$ cat src/rtl/jk_updown_counter_pkg.sv
// Shared definitions for the JK up/down modulo counter.
// Direction encodings and the JK excitation helper.
package jk_cnt_pkg;

    localparam logic DIR_DOWN = 1'b0;
    localparam logic DIR_UP   = 1'b1;

    // Excitation that moves Q to d on the next edge: {J,K}
    function automatic logic [1:0] jk_drive(input logic d, input logic q);
        return {d & ~q, ~d & q};
    endfunction

endpackage

$ cat src/rtl/jk_updown_counter_if.sv
// Control/status bundle of the JK up/down counter.
// master drives controls, slave is the counter.
interface jk_updown_counter_if #(
    parameter int WIDTH = 4
);
    logic             en;
    logic             up;
    logic             load;
    logic [WIDTH-1:0] load_val;
    logic [WIDTH-1:0] count;
    logic             tc;
    logic             wrap;

    modport master (
        output en, up, load, load_val,
        input  count, tc, wrap
    );

    modport slave (
        input  en, up, load, load_val,
        output count, tc, wrap
    );
endinterface

$ cat src/rtl/jk_updown_counter_jkff.sv
// JK flip-flop with asynchronous active-high reset (Q=0, NQ=1).
// JK: 00 hold, 10 set, 01 clear, 11 toggle.
module jk_ff_r (
    input  logic clk,
    input  logic rst,
    input  logic j,
    input  logic k,
    output logic q,
    output logic nq
);

    always_ff @(posedge clk or posedge rst) begin
        if (rst) begin
            q <= 1'b0;
        end else begin
            case ({j, k})
                2'b10:   q <= 1'b1;
                2'b01:   q <= 1'b0;
                2'b11:   q <= ~q;
                default: q <= q;
            endcase
        end
    end

    assign nq = ~q;

endmodule

$ cat src/rtl/jk_updown_counter.sv
// Up/down modulo-MODULUS counter built from JK flip-flops.
// `define JKCNT_SATURATE_EN for a saturating counter (wrap tied low).
module jk_updown_counter
    import jk_cnt_pkg::*;
#(
    parameter int WIDTH   = 4,
    parameter int MODULUS = 16
) (
    input  logic                clk,
    input  logic                rst,
    jk_updown_counter_if.slave  bus
);

    localparam logic [WIDTH-1:0] MAX = WIDTH'(MODULUS - 1);

    logic [WIDTH-1:0] q;
    logic [WIDTH-1:0] nq;
    logic [WIDTH-1:0] d;
    logic             go_up;
    logic             go_dn;
`ifndef JKCNT_SATURATE_EN
    logic             wrap_d;
    logic             wrap_q;
`endif

    assign go_up = ~bus.load & bus.en & (bus.up == DIR_UP);
    assign go_dn = ~bus.load & bus.en & (bus.up == DIR_DOWN);

    always_comb begin
        d = q;
`ifndef JKCNT_SATURATE_EN
        wrap_d = 1'b0;
`endif
        unique case (1'b1)
            bus.load: begin
                d = (bus.load_val > MAX) ? MAX : bus.load_val;
            end
            go_up: begin
                if (q == MAX) begin
`ifdef JKCNT_SATURATE_EN
                    d = MAX;
`else
                    d      = '0;
                    wrap_d = 1'b1;
`endif
                end else begin
                    d = q + 1'b1;
                end
            end
            go_dn: begin
                if (q == '0) begin
`ifdef JKCNT_SATURATE_EN
                    d = '0;
`else
                    d      = MAX;
                    wrap_d = 1'b1;
`endif
                end else begin
                    d = q - 1'b1;
                end
            end
            default: d = q;
        endcase
    end

    for (genvar i = 0; i < WIDTH; i++) begin : g_bit
        logic [1:0] jk;
        assign jk = jk_drive(d[i], q[i]);
        jk_ff_r u_ff (
            .clk (clk),
            .rst (rst),
            .j   (jk[1]),
            .k   (jk[0]),
            .q   (q[i]),
            .nq  (nq[i])
        );
    end

    // Zero detect taken from the NQ rail: all NQ high means count is 0
    assign bus.tc = bus.en & ((bus.up == DIR_UP) ? (q == MAX) : (&nq));
    assign bus.count = q;

`ifdef JKCNT_SATURATE_EN
    assign bus.wrap = 1'b0;
`else
    always_ff @(posedge clk or posedge rst) begin
        if (rst) begin
            wrap_q <= 1'b0;
        end else begin
            wrap_q <= wrap_d;
        end
    end

    assign bus.wrap = wrap_q;
`endif

endmodule

$ cat src/flat_wrapper.sv
// flat-port wrapper written by rule: the top's interface ports become plain ports
module jk_updown_counter_flat import jk_cnt_pkg::*;
#(
    parameter int WIDTH   = 4,
    parameter int MODULUS = 16
)
  (clk, rst, bus_en, bus_up, bus_load, bus_load_val, bus_count, bus_tc, bus_wrap);
  jk_updown_counter_if #(.WIDTH(WIDTH)) bus_i ();
  input  logic clk;
  input  logic rst;
  input wire logic [$bits(bus_i.en)-1:0] bus_en;
  input wire logic [$bits(bus_i.up)-1:0] bus_up;
  input wire logic [$bits(bus_i.load)-1:0] bus_load;
  input wire logic [$bits(bus_i.load_val)-1:0] bus_load_val;
  output wire logic [$bits(bus_i.count)-1:0] bus_count;
  output wire logic [$bits(bus_i.tc)-1:0] bus_tc;
  output wire logic [$bits(bus_i.wrap)-1:0] bus_wrap;
  assign bus_i.en = bus_en;
  assign bus_i.up = bus_up;
  assign bus_i.load = bus_load;
  assign bus_i.load_val = bus_load_val;
  assign bus_count = bus_i.count;
  assign bus_tc = bus_i.tc;
  assign bus_wrap = bus_i.wrap;
  jk_updown_counter #(.WIDTH(WIDTH), .MODULUS(MODULUS)) u_core (.clk(clk), .rst(rst), .bus(bus_i));
endmodule
$ cat config.mk
export PLATFORM = sky130hd
export DESIGN_NAME = jk_updown_counter_flat
export DESIGN_NICKNAME = d
export VERILOG_FILES = /design/src/rtl/jk_updown_counter_pkg.sv /design/src/rtl/jk_updown_counter_if.sv /design/src/rtl/jk_updown_counter_jkff.sv /design/src/rtl/jk_updown_counter.sv /design/src/flat_wrapper.sv
export SDC_FILE = /design/constraint.sdc
export NUM_CORES = 1
export LEC_CHECK = 0
export CAP_MARGIN = 20
export CORE_AREA = 3 3 40 42
export DETAILED_ROUTE_END_ITERATION = 10
export DIE_AREA = 0 0 43 45
export SLEW_MARGIN = 40
export SYNTH_ARGS = -nofsm -noshare
export SYNTH_HDL_FRONTEND = slang
export SYNTH_SLANG_ARGS = --single-unit
$ cat constraint.sdc
create_clock -name clk -period 2.2 [get_ports clk]
set_input_delay 0.44 -clock clk [delete_from_list [all_inputs] [get_ports clk]]
set_output_delay 0.44 -clock clk [all_outputs]
set_load 0.1 [all_outputs]
=== After elaboration in Yosys (flattened, before gate mapping) ===
Index checks and enable logic that the tools add are counted.

* Register bits after elaboration: 5
* Word-level logic and storage cells: 61
* Bits of input ports: 9
* Output and inout port bits: 6

* Add/subtract/negate cells: 2
* Eq/ne operators: 13
* $lt $le $gt $ge: 1
* Bitwise logic cells: 22
* Reduce and logical (&&, ||, !) cells: 6
* Mux-type cells: 12

{| class="wikitable"
|+ Operators by type and width
! operator !! count
|-
| 2-bit == test (second input constant) || 8
|-
| 1-bit AND || 12
|-
| 4-bit 2-to-1 mux || 3
|-
| 1-bit case mux with 3 select lines || 4
|-
| 4-bit case mux with 3 select lines || 1
|-
| 3-bit nonzero test || 4
|-
| 1-bit inverter || 10
|-
| 2-bit by 1-bit == test with 1-bit output (second input constant) || 4
|-
| 4-bit by 1-bit adder with 4-bit output (second input constant) || 1
|-
| 4-bit == test (second input constant) || 1
|-
| 4-bit greater-than comparator (second input constant) || 1
|-
| 4-bit logical NOT || 1
|-
| 4-bit AND reduction || 1
|-
| 4-bit by 1-bit subtractor with 4-bit output (second input constant) || 1
|-
| 1-bit 2-to-1 mux || 3
|-
| 1-bit case mux with 2 select lines || 1
|}

=== Depth between registers and ports, before layout ===
* Depth in word-level cells: 8
* Gate-level depth with buffers: 9
* Gate-level depth less buffers: 8

=== Cells and area by module ===
From an unflattened synthesis, not the netlist that was laid out.

* Cell total of the unflattened synthesis: 67
* Area, all modules: 490.5 µm²

{| class="wikitable"
|+ By module, submodules not included
! module !! cells each !! area an instance (µm²) !! times used
|-
| jk_updown_counter || 47 || 325.3 || 1
|-
| jk_ff_r || 5 || 41.3 || 4
|}

=== Worst setup path after synthesis ===
No wires, ideal clock.

* Kind: flip-flop to output port
* Start: register u_core.g_bit[0].u_ff.q
* End: output port bus_tc
* Setup slack: -0.509 ns
* Buffers on the path: 1
* Data required time: 1.760 ns
* Cell stages (with the launch flop): 6
* Data arrival time: 2.269 ns
* Cell sequence: dfrtp_1 -> buf_2 -> inv_1 -> ha_1 -> nand3_1 -> a21boi_1

* Word-level cells in the longest chain between the ends: 4
* Elaborated cells between the ends (all ways): 5

{| class="wikitable"
|+ Ends and longest elaborated chain
! element !! RTL line !! RTL
|-
| start: declaration || jk_updown_counter_jkff.sv:8 || <nowiki>output logic q,</nowiki>
|-
| start signal: assignment || jk_updown_counter_jkff.sv:19 || <nowiki>2'b11: q <= ~q;</nowiki>
|-
| start signal: assignment || jk_updown_counter_jkff.sv:20 || <nowiki>default: q <= q;</nowiki>
|-
| 1-bit inverter || jk_updown_counter_jkff.sv:25 || <nowiki>assign nq = ~q;</nowiki>
|-
| 4-bit AND reduction || jk_updown_counter.sv:80 || <nowiki>assign bus.tc = bus.en & ((bus.up == DIR_UP) ? (q == MAX) : (&nq));</nowiki>
|-
| 1-bit 2-to-1 mux (*) || jk_updown_counter.sv:80 ||
|-
| 1-bit AND (*) || jk_updown_counter.sv:80 ||
|-
| end: declaration || flat_wrapper.sv:16 || <nowiki>output wire logic [$bits(bus_i.tc)-1:0] bus_tc;</nowiki>
|}

Every way passes the cells marked *; elsewhere a longest branch is shown, timed or not.

=== Final worst setup path ===
* Start: input port bus_up
* End: output port bus_tc

* Word-level cells in the longest chain between the ends: 2

{| class="wikitable"
|+ Ends and longest elaborated chain
! element !! RTL line !! RTL
|-
| start: declaration || flat_wrapper.sv:12 || <nowiki>input wire logic [$bits(bus_i.up)-1:0] bus_up;</nowiki>
|-
| 1-bit 2-to-1 mux || jk_updown_counter.sv:80 ||
|-
| 1-bit AND || jk_updown_counter.sv:80 ||
|}

Every way passes these cells.

==> run_results.csv <==
group,metric,value,unit
power,pwr-share-seq,18.1,%
setup_path,cp_max_fo,5,
clocking,cts_resized,0,
setup_path,critPathLaunch,"bus_up",
global_routing,grt_antenna_before_repair,0,
setup_path,crit_end,"bus_tc",
drt,first_pass_iters,4,
cells_and_area,nNetsFinal,87,
timing,tightest_slew,0.312,ns
synth,ys_ff_latch,5,
cells_and_area,antenna_cells,0,
setup_path,worstSetupEndpointType,"primary output",
power,combPwrFrac,71.7,%
timing,rsz0062_at_grt,"no",
synth,muxShareOfSynthArea,13.5,%
synth,syn_area,480,um2
synth,ys_top_cells_by_area,"dfrtp_1, ha_1, mux2i_1, buf_4, a21oi_1",
synth,yosys.area_share.adder,15.6,%
setup_path,timing.rr.end,"u_core.g_bit[2].u_ff.q$_DFFE_PP0P_",
synth,synth-simple-area-share,10.7,%
synth,seq_area_frac_synth,26.0,%
timing,hold_viol,0,
power,power,1.04,mW
die,fp.dieW,43,um
die,fp-row-count,13,
die,io_pins,15,
clocking,htree_levels,1,
setup_path,max_stage_delay,0.56,ns
timing,skew,0.000349,ns
die,core_area,1280,um2
setup_path,path_depth,4,
setup_path,critPathRequiredTime,1.76,ns
clocking,root_buffer,"clkbuf_4",
timing,relSlewSlack,79.1,%
drt,route.detailed.drc,0,
global_routing,track_usage,13.0,%
setup_path,crit_type,"primary input to primary output",
synth,syn_area_per_cell,8.90,um2
power,p_int,456,uW
cells_and_area,layout-drive-gt1-share,22.5,%
die,start_util,37.4,%
placed_design,routabilityCongestion,0.697,
setup_path,critPathBufInv,2,
drt,postRouteAntennaNets,0,
power,switchingPower,583,uW
drt,via_per_inst,5.12,
setup_path,cp_cell_sequence,"clkdlybuf4s50_1 -> nand4_1 -> a21boi_4 -> buf_12",
power,switching_share,56.1,%
timing,fin_setup_tns,0,ns
setup_path,cpMaxStageDelayCell,"clkdlybuf4s50_1",
clocking,numCtsBuffers,3,
synth,syn-instance-count,54,
clocking,clkTransAtPathRegs,0.04,ns
min_path,min_path_type,"primary input to async pin",
synth,yosys.area.top_type,"dfrtp_1",
placed_design,port_buffers,14,
synth,synth_top_area_share,26.0,%
global_routing,grt_start_max_net_pins,9,
setup_path,r2r_start,"u_core.g_bit[1].u_ff.q$_DFFE_PP0P_",
die,die_h,45,um
synth,synth_top_family_by_area,"compound AO/OA/AOI/OAI gates",
setup_path,regToRegSetupSlack,0.33,ns
global_routing,gr-total-overflow,0,
job,drv_cap,0,
placed_design,dpl.hpwl,867,um
synth,ys_types,24,
synth,yosysWarnings,0,
synth,synth_compound_area_share,18.5,%
drt,wl_per_cell,12.4,um
power,powerDensity,1550,nW/um2
power,p_leak,0.325,nW
cells_and_area,syn2layout_area_growth,39.3,%
die,fp.dieArea,1940,um2
drt,drtIter0Drc,11,
setup_path,reg2reg_depth,8,
drt,vias,440,
setup_path,startpoint_type,"primary input",
clocking,cts_tree,"yes",
timing,hold_slack,0.394,ns
clocking,ctsHoldBuffers,0,
clocking,cts_setup_buffers,0,
power,vdd_drop_max,0.000683,V
timing,fin_crit,2.10,ns
timing,max_freq,477,MHz
setup_path,critPathTopFamily,"buffers and inverters",
clocking,insertion_delay,0.24,ns
run_status,status,"finished, final reports clean",
global_routing,grt_pass1_wl,1.86,mm
drt,routed_wl,1.07,mm
clocking,cts.path.max_buffers,2,
timing,setup_violations,0,
timing,maxSlewViolCount,0,
setup_path,arrival,1.66,ns
synth,synth_nets,69,
power,p_clk_share,10.3,%
clocking,cts_sinks,5,
global_routing,grt_pass1_vias,423,
cells_and_area,fillers,130,
timing,period_share,95.2,%
synth,synth_xor_area_share,3.65,%
power by group through the flow:
stage                     registers [mW]  clock network [mW]  logic [mW]
final                              0.188               0.107       0.745
after global routing               0.197               0.121       0.803
after CTS                          0.186               0.113       0.753
after detailed placement           0.187                   0       0.748
after global placement             0.187                   0       0.732
after floorplan                    0.188                   0       0.616
area by class of cell:
class | count | area (um2) | share of cell area, %
clock buffer | 4 | 26.3 | 3.93
inverter | 6 | 22.5 | 3.36
multi-input combinational | 38 | 309 | 46.2
sequential | 5 | 125 | 18.7
tap | 15 | 18.8 | 2.80
timing repair buffer | 18 | 168 | 25.0
cells in the mapped netlist:
cell type  count
inv_1          6
nand2_2        1
and2_1         1
o21bai_1       1
a21boi_0       1
nand2_1        1
a311oi_1       1
nand3_1        1
a21boi_1       1
o21ai_1        1
ha_1           6
mux2i_1        5
mux2_4         1
buf_4          4
dfrtp_1        5
o311ai_1       1
o21ai_0        2
a21oi_1        5
nor2_1         3
a2bb2oi_1      1
xnor2_1        2
nor4_1         1
nand4_1        2
buf_2          1
per-layer routing:
metal	global-route usage (%)	share of wire, %
met1	16.0	45
met4	1.81	0
met3	7.17	5.9
met5	0	0
met2	20.7	49
flip-flops by register name, indices dropped and copies added, names as in the netlist:
name                 cells
u_core.bus.wrap          1
u_core.g_bit.u_ff.q      4
cell families (layout without fill, tap and decap cells):
family,Yosys count,count (layout)
fa+ha+maj,6,6
compound gates,14,14
simple gates,10,10
flops,5,5
buf+inv,11,28
xor+xnor,2,2
mux,6,6
stage by stage:
| step | instances | setup WS (ns) | utilization (%) | area, um2 |
|---|---|---|---|---|
| final | 86 | 0.105 | 52.1 | 669 |
| after global routing | 86 | 0.0204 | 52.1 | 669 |
| after CTS | 86 | 0.0934 | 52.1 | 669 |
| after detailed placement | 82 | 0.0168 | 50.0 | 643 |
| after global placement | 82 | 0.0644 | 50.0 | 643 |
| after floorplan | 54 | 0.261 | - | 492 |
cell usage in the layout (no fill, tap or decap), drive strengths merged, types with 3 or more instances in the layout:
cell type	Yosys	layout
clkbuf	0	4
inv	6	6
mux2i	5	5
clkdlybuf4s50	0	8
o21ai	3	3
nor2	3	3
ha	6	6
dfrtp	5	5
a21oi	5	5
buf	5	10
worst min path at each step:
| stage | end |
|---|---|
| 3_3_place_gp | u_core.bus.wrap$_DFF_PP0_ |
| 3_5_place_dp | u_core.bus.wrap$_DFF_PP0_ |
| 4_1_cts | u_core.bus.wrap$_DFF_PP0_ |
| 5_1_grt | u_core.bus.wrap$_DFF_PP0_ |
| 6_report | u_core.g_bit[3].u_ff.q$_DFFE_PP0P_ |
| 2_1_floorplan | u_core.bus.wrap$_DFF_PP0_ |
Note: power is estimated with default switching activity, not from simulation.
